**src/rtl/mem_march_bist_if.sv**
```systemverilog
// Single-port memory bus shared between the March C- BIST engine and the memory under test.
interface mem_march_bist_if #(
  parameter int ADDR_W = 4,
  parameter int DATA_W = 8
);
  logic [ADDR_W-1:0] add;
  logic [DATA_W-1:0] data_in;
  logic              we;
  logic [DATA_W-1:0] data_out;

  modport master (output add, output data_in, output we, input data_out);
  modport slave  (input add, input data_in, input we, output data_out);
endinterface

```
**src/rtl/mem_march_bist.sv**
```systemverilog
// March C- self-test engine: sweeps every address with six March elements and records
// pass/fail status plus first-failure address and element.
module mem_march_bist #(
  parameter int ADDR_W = 4,
  parameter int DATA_W = 8,
  parameter int RD_LAT = 1
) (
  input  logic                clk,
  input  logic                rst_n,
  input  logic                start,
  output logic                busy,
  output logic                done,
  output logic                fail,
  output logic [ADDR_W-1:0]   fail_addr,
  output logic [2:0]          fail_elem,
  output logic [7:0]          fail_cnt,
  mem_march_bist_if.master    mem
);

  localparam int WCNT_W = (RD_LAT > 1) ? $clog2(RD_LAT) : 1;
  localparam logic [ADDR_W-1:0] ADDR_MAX = {ADDR_W{1'b1}};
  localparam logic [2:0] ELEM_LAST = 3'd5;

  typedef enum logic [1:0] {IDLE, RD, RWAIT, WR} state_t;

  state_t            state, state_nxt;
  logic [ADDR_W-1:0] addr, addr_nxt;
  logic [2:0]        elem, elem_nxt;
  logic [WCNT_W-1:0] wcnt, wcnt_nxt;
  logic              busy_nxt, done_nxt, fail_nxt;
  logic [ADDR_W-1:0] fail_addr_nxt;
  logic [2:0]        fail_elem_nxt;
  logic [7:0]        fail_cnt_nxt;
  logic              step;
  logic              mismatch;

  // M3 and M4 walk the address space downward; all others upward.
  function automatic logic elem_down(input logic [2:0] e);
    return (e == 3'd3) || (e == 3'd4);
  endfunction

  function automatic logic [DATA_W-1:0] read_exp(input logic [2:0] e);
    return ((e == 3'd2) || (e == 3'd4)) ? {DATA_W{1'b1}} : {DATA_W{1'b0}};
  endfunction

  function automatic logic [DATA_W-1:0] write_pat(input logic [2:0] e);
    return ((e == 3'd1) || (e == 3'd3)) ? {DATA_W{1'b1}} : {DATA_W{1'b0}};
  endfunction

  function automatic logic [ADDR_W-1:0] first_addr(input logic [2:0] e);
    return elem_down(e) ? ADDR_MAX : {ADDR_W{1'b0}};
  endfunction

  function automatic logic [ADDR_W-1:0] last_addr(input logic [2:0] e);
    return elem_down(e) ? {ADDR_W{1'b0}} : ADDR_MAX;
  endfunction

  function automatic logic [7:0] sat_inc(input logic [7:0] v);
    return (v == 8'hFF) ? v : v + 8'd1;
  endfunction

  assign mismatch = (mem.data_out != read_exp(elem));

  always_ff @(posedge clk) begin
    if (!rst_n) begin
      state     <= IDLE;
      addr      <= '0;
      elem      <= '0;
      wcnt      <= '0;
      busy      <= 1'b0;
      done      <= 1'b0;
      fail      <= 1'b0;
      fail_addr <= '0;
      fail_elem <= '0;
      fail_cnt  <= '0;
    end else begin
      state     <= state_nxt;
      addr      <= addr_nxt;
      elem      <= elem_nxt;
      wcnt      <= wcnt_nxt;
      busy      <= busy_nxt;
      done      <= done_nxt;
      fail      <= fail_nxt;
      fail_addr <= fail_addr_nxt;
      fail_elem <= fail_elem_nxt;
      fail_cnt  <= fail_cnt_nxt;
    end
  end

  always_comb begin
    state_nxt     = state;
    addr_nxt      = addr;
    elem_nxt      = elem;
    wcnt_nxt      = wcnt;
    busy_nxt      = busy;
    done_nxt      = done;
    fail_nxt      = fail;
    fail_addr_nxt = fail_addr;
    fail_elem_nxt = fail_elem;
    fail_cnt_nxt  = fail_cnt;
    step          = 1'b0;

    case (state)
      IDLE: begin
        if (start) begin
          state_nxt     = WR;
          addr_nxt      = '0;
          elem_nxt      = '0;
          busy_nxt      = 1'b1;
          done_nxt      = 1'b0;
          fail_nxt      = 1'b0;
          fail_addr_nxt = '0;
          fail_elem_nxt = '0;
          fail_cnt_nxt  = '0;
        end
      end
      RD: begin
        state_nxt = RWAIT;
        wcnt_nxt  = WCNT_W'(RD_LAT - 1);
      end
      RWAIT: begin
        if (wcnt != '0) begin
          wcnt_nxt = wcnt - WCNT_W'(1);
        end else begin
          // data_out is valid only in the final wait cycle
          if (mismatch) begin
            fail_nxt     = 1'b1;
            fail_cnt_nxt = sat_inc(fail_cnt);
            if (!fail) begin
              fail_addr_nxt = addr;
              fail_elem_nxt = elem;
            end
          end
          if (elem != ELEM_LAST) state_nxt = WR;
          else                   step      = 1'b1;
        end
      end
      WR:      step = 1'b1;
      default: state_nxt = IDLE;
    endcase

    // Address/element advance; the address only wraps at an element boundary.
    if (step) begin
      if (addr == last_addr(elem)) begin
        if (elem == ELEM_LAST) begin
          state_nxt = IDLE;
          addr_nxt  = '0;
          elem_nxt  = '0;
          busy_nxt  = 1'b0;
          done_nxt  = 1'b1;
        end else begin
          elem_nxt  = elem + 3'd1;
          addr_nxt  = first_addr(elem + 3'd1);
          state_nxt = RD;
        end
      end else begin
        addr_nxt  = elem_down(elem) ? addr - ADDR_W'(1) : addr + ADDR_W'(1);
        state_nxt = (elem == 3'd0) ? WR : RD;
      end
    end
  end

  assign mem.add     = addr;
  assign mem.we      = (state == WR);
  assign mem.data_in = (state == WR)   ? write_pat(elem) :
                       (state == IDLE) ? {DATA_W{1'b0}}  : read_exp(elem);

endmodule

```
**src/flat_wrapper.sv**
```systemverilog
// flat-port wrapper written by rule: the top's interface ports become plain ports
module mem_march_bist_flat 
#(
  parameter int ADDR_W = 4,
  parameter int DATA_W = 8,
  parameter int RD_LAT = 1
)
  (clk, rst_n, start, busy, done, fail, fail_addr, fail_elem, fail_cnt, mem_add, mem_data_in, mem_we, mem_data_out);
  mem_march_bist_if #(.ADDR_W(ADDR_W), .DATA_W(DATA_W)) mem_i ();
  input  logic clk;
  input  logic rst_n;
  input  logic start;
  output logic busy;
  output logic done;
  output logic fail;
  output logic [ADDR_W-1:0] fail_addr;
  output logic [2:0] fail_elem;
  output logic [7:0] fail_cnt;
  output wire logic [$bits(mem_i.add)-1:0] mem_add;
  output wire logic [$bits(mem_i.data_in)-1:0] mem_data_in;
  output wire logic [$bits(mem_i.we)-1:0] mem_we;
  input wire logic [$bits(mem_i.data_out)-1:0] mem_data_out;
  assign mem_add = mem_i.add;
  assign mem_data_in = mem_i.data_in;
  assign mem_we = mem_i.we;
  assign mem_i.data_out = mem_data_out;
  mem_march_bist #(.ADDR_W(ADDR_W), .DATA_W(DATA_W), .RD_LAT(RD_LAT)) u_core (.clk(clk), .rst_n(rst_n), .start(start), .busy(busy), .done(done), .fail(fail), .fail_addr(fail_addr), .fail_elem(fail_elem), .fail_cnt(fail_cnt), .mem(mem_i));
endmodule
```
**config.mk**
```make
export PLATFORM = sky130hd
export DESIGN_NAME = mem_march_bist_flat
export DESIGN_NICKNAME = d
export VERILOG_FILES = /design/src/rtl/mem_march_bist_if.sv /design/src/rtl/mem_march_bist.sv /design/src/flat_wrapper.sv
export SDC_FILE = /design/constraint.sdc
export NUM_CORES = 1
export LEC_CHECK = 0
export BUFFER_PORTS_ARGS = -buffer_cell sky130_fd_sc_hd__buf_2
export CAP_MARGIN = 25
export CORE_MARGIN = 1
export CORE_UTILIZATION = 50
export DETAILED_ROUTE_END_ITERATION = 10
export PLACE_DENSITY = 0.77
export SYNTH_ARGS = -nofsm -noshare
export SYNTH_HDL_FRONTEND = slang
export SYNTH_SLANG_ARGS = --single-unit
```
**constraint.sdc**
```tcl
create_clock -name clk -period 7.6 [get_ports clk]
set_clock_uncertainty 0.1 [all_clocks]
set_input_delay 0.76 -clock clk [delete_from_list [all_inputs] [get_ports clk]]
set_output_delay 0.76 -clock clk [all_outputs]
set_load 0.02 [all_outputs]
```
Word level (Yosys, flattened, before mapping)
Cells that the tools add are included.
- register bits after elaboration: 28
- bits in latches: 0
- RAM bits: 0
- ROM bits: 0
- logic and storage cells: 111
- memories kept: 0
- $add $sub $neg: 5
- multipliers: 0
- divide/modulo/power cells: 0
- order comparisons: 0
- equal/unequal tests: 22
- shift operators: 0
- muxes and demuxes: 58
- bitwise logic cells: 0
- reductions and logical operators: 16
- operators with widths (kind ; count):
    $mux 8 ; 8
    $mux 4 ; 11
    $mux 3 ; 9
    $mux 1 ; 17
    $pmux 8 s2 ; 1
    $mux 2 ; 6
    $reduce_and 5->1 ; 2
    $eq 3x2->1 const B ; 3
    $eq 3x3->1 const B ; 3
    $add 8x1->8 const B ; 1
    $eq 8x8->1 const B ; 1
    $ne 2x2->1 const B ; 4
    $ne 8x8->1 ; 1
    $pmux 4 s2 ; 1
    $reduce_and 4->1 ; 2
    $reduce_bool 2->1 ; 4
    $ne 3x3->1 const B ; 2
    $pmux 1 s2 ; 3
    $pmux 2 s3 ; 1
    $pmux 3 s2 ; 1
    $add 4x1->4 const B ; 1
    $eq 2x2->1 const B ; 2
    $eq 4x4->1 ; 1
    $logic_or 1x1->1 ; 4
    12 further kinds ; 12

Longest topological paths before layout
- depth after elaboration: 7
- gate-level depth with buffers: 9
- mapped depth without buffers: 8

Worst setup path after synthesis
OpenSTA, ideal clock, no wires.
- path kind: reg2out
- from: register u_core.elem[0]
- to: output port mem_data_in[1]
- arrival: 1.790 ns
- required time: 6.740 ns
- setup slack: 4.950 ns
- cell stages (with the launch flop): 4
- buffers on the path: 2
- cell sequence: dfxtp_1 clkbuf_1 o31ai_1 buf_4
- cells in the longest elaborated chain, start to end: 5
- elaborated cells between the ends (all ways): 10
- those cells by class: 4 x eq/ne; 4 x mux; 2 x reduce/logical
- ends and longest elaborated chain (element ; RTL line ; text):
    from (decl) ; mem_march_bist.sv:28 ; logic [2:0] elem, elem_nxt;
    from (signal assigned) ; mem_march_bist.sv:79 ; elem <= elem_nxt;
    $eq 3x2->1 / $eq 3x3->1 (equally long branches) ; mem_march_bist.sv:43 ; return ((e == 3'd2) || (e == 3'd4)) ? {DATA_W{1'b1}} : {DATA_W{1'b0}};
    $logic_or 1x1->1 ; mem_march_bist.sv:43 ;
    $mux 8 ; mem_march_bist.sv:43 ;
    $mux 8 ; mem_march_bist.sv:166 ; (state == IDLE) ? {DATA_W{1'b0}} : read_exp(elem);
    $mux 8 * ; mem_march_bist.sv:165 ; assign mem.data_in = (state == WR) ? write_pat(elem) :
    to (decl) ; flat_wrapper.sv:20 ; output wire logic [$bits(mem_i.data_in)-1:0] mem_data_in;
Every way passes the cells marked *; elsewhere a longest branch is shown, timed or not.

Worst setup path after layout
- from: register u_core.elem[1]
- to: output port mem_data_in[3]
Same word-level chain as after synthesis.

==> summary.txt <==
Drt
  • Drt initial violations: 62
  • Remaining antenna violation count: 0
  • Post-Route WL: roughly 3600 um
  • Residual DRC count: 0
  • Vias/cell: roughly 6.3
  • 1st-pass router iterations: 4
  • Vias: 1476
  • WL/cell: 15.64 um

Synth
  • FFs w/ async S/R, synth: 0
  • Syn nets: ~190
  • #FFs+latches synth: 27
  • Post-Syn Area: 1535 sq um
  • Syn Inst Count: about 170
  • Register area share after synthesis: 0.3521
  • Primary FF master, synth: dfxtp_1
  • Yosys top cell area share: 0.3521
  • Syn_area_per_cell: 8.926 sq um
  • Netlist cell types: 46
  • Yosys warns: 0
  • Synth area leader: dfxtp_1
  • Largest cells by area after synthesis: dfxtp_1 (35%), a32o_1 (4.6%), o211ai_1 (4.4%)
  • Post-synth EDFFs: 0

Clock tree
  • # resized after CTS: 0
  • Clock transition at path regs: 150 ps
  • Clk root buf: clkbuf_4
  • Sink Count: 27
  • Post CTS Setup Buffer Count: 0
  • CTS tree: yes
  • Hold buffers post-CTS: 0
  • CTS Buf Count: 3
  • Longest Clk Path Bufs: 2
  • Skew-Pair Late Insertion Delay: 330 ps
  • H-tree levels: 1

Floorplan
  • Die ar.: around 3300 sq um
  • FP Rows: 19
  • Core Region: 2829 sq um
  • Initial cell density of the core: 0.5427
  • Die W: 57.41 um
  • Die Y: about 57 um
  • IO Pins: 42

Min path
  • Hold_sp: u_core.fail
  • Hold crit path type: reg2reg
  • Hold Crit Depth: 2

Place
  • Pre-CTS WS: 4872 ps
  • Post-DP HPWL: between 2000 and 3000 um
  • Gp weighted congestion: 0.8498
  • PortBufs: just over 40

STA
  • Worst Max-Slew Pin Slew: 820.9 ps
  • Setup TNS: 0 ps
  • Hold_ws: 402.5 ps
  • Final period utilization: 0.3666
  • Slew headroom: 0.4527
  • Final Hold Vio Count: 0
  • Final WS setup: 4814 ps
  • Max-slew violations: 0
  • RSZ-0062 raised after global routing: false
  • F_max: 358.9 MHz
  • Final setup violation count: 0
  • Period minus WS final: 2786 ps

Worst setup path
  • Worst setup startpoint: u_core.elem[1]
  • Worst Setup End Kind: output port
  • Crit-path max FO: 11
  • Critical path's slowest cell: dfxtp_1
  • Worst r2r path cells: 8
  • WS Path Type: reg2out
  • Worst Path Arrival: between 1500 and 2000 ps
  • RR Startpoint: u_core.elem[0]
  • Slowest stage delay, CP: just under 600 ps
  • Required time of the worst setup path: approximately 6700 ps
  • Kind of start point of the critical path: flop
  • CP cell instances: xnor2_1, o31ai_1, buf_2

Cells and area
  • Layout cells sized above 1: 0.2624
  • Commonest non-fill, non-tap cell in the layout: buf_2
  • P&R area growth vs syn: 11.98%
  • Most frequent cells in the layout: buf_2 (41), dfxtp_1 (27), nand2_1 (12)
  • Nets: 219
  • N_diodes: 0

Run
  • Max Cap Violations: 0

GRT
  • Total track usage: 0.2273
  • Initial antenna violation count: 0
  • Grt ovf: 0
  • First-pass GRT wire length: 6009 um
  • Pin count of the biggest net entering global routing: 17
  • Vias in the first global route: 1371

Pwr
  • Power Dens Cells: about 140 nW/um^2
  • Max IR drop VDD: 0.09136 mV
  • Net Sw Frac: 0.2799
  • Seq pwr share: 0.618
  • Clk network pwr share: 0.266
  • Combinational group share of total power: 0.116
  • Psw: 0.00006754 W
  • Leak Pwr: 0.7367 nW
  • Cell internal pwr: 0.0001738 W

Status
  • Status: complete, no violations
[state kept, by name (all words and copies together), names as in the netlist]
name	count
u_core.fail_cnt	8
u_core.fail_addr	4
u_core.mem.add	4
u_core.elem	3
u_core.fail_elem	3
u_core.state	2
u_core.busy	1
u_core.done	1
u_core.fail	1
[cell families (layout without fill, tap and decap cells)]
| kind of cell | after synthesis | in the layout | synth area share |
|---|---|---|---|
| buffers and inverters | 18 | 48 | 0.06438 |
| AND/OR/NAND/NOR | 69 | 69 | 0.2706 |
| flip-flops | 27 | 27 | 0.3521 |
| adder cells (fa/ha/maj) | 5 | 5 | 0.04564 |
| AO/OA/AOI/OAI | 48 | 48 | 0.2380 |
| multiplexers | 1 | 1 | 0.006520 |
| XOR/XNOR | 4 | 4 | 0.02282 |
[Yosys cell counts, types with 2 or more instances]
cell	count
o41ai_1	2
clkbuf_1	4
o21ai_0	4
buf_4	7
nand4_1	5
nor2b_1	5
o31ai_1	2
inv_1	3
buf_2	3
a32o_1	7
o2111ai_1	2
and3b_1	3
or3_1	4
and2_1	4
dfxtp_1	27
and3_1	5
nor4_1	4
ha_1	4
o21a_1	3
a21oi_1	10
nand2_1	12
o311ai_0	2
o211ai_1	9
nor3_1	3
nor2_1	5
xnor2_1	3
nand3_1	11
[cell type report]
cell class	instances	area [sq um]
fill	264	1110
multi-input combinational	127	895.9
sequential	27	540.5
timing repair buffer	41	205.2
tap	31	38.79
clock buffer	3	22.52
inverter	3	11.26
clock inverter	1	5.005
[worst paths after layout]
kind / to / slack (ps)
worst max-delay path: mem_data_in[3] / 4810
worst min-delay path: u_core.fail / 400
worst min register to register: u_core.fail / 400
worst max register to register: u_core.mem.add[1] / 4830
[power by group through the flow]
stage	Clock [W]	Combinational [W]	Sequential [W]
4_1_cts	0.0000661	0.0000277	0.000149
6_report	0.0000641	0.0000280	0.000149
3_3_place_gp	0	0.0000269	0.000152
3_5_place_dp	0	0.0000277	0.000152
2_1_floorplan	0	0.0000175	0.000153
5_1_grt	0.0000690	0.0000308	0.000150
[stage by stage]
step                total power [W]    util  std cells  area, sq um
floorplan                 0.0001705       -        172         1535
global placement          0.0001789  0.5980        229         1692
detailed placement        0.0001799  0.5980        229         1692
CTS                       0.0002430  0.6077        233         1719
global route              0.0002498  0.6077        233         1719
finish                    0.0002413  0.6077        233         1719
[worst max-delay path, delay by kind of cell (launching register included)]
| family | cells | cell delay, ps |
|---|---|---|
| xor+xnor | 1 | 180 |
| compound gates | 1 | 550 |
| flops | 1 | 590 |
| buf+inv | 1 | 270 |
[layer usage]
layer | share of wire | GRT usage
met3 | 0.052 | 0.02494
met5 | 0 | 0
met1 | 0.45 | 0.2975
met2 | 0.49 | 0.3904
met4 | 0.0088 | 0.07317
Power figures use the tool's default switching activity.
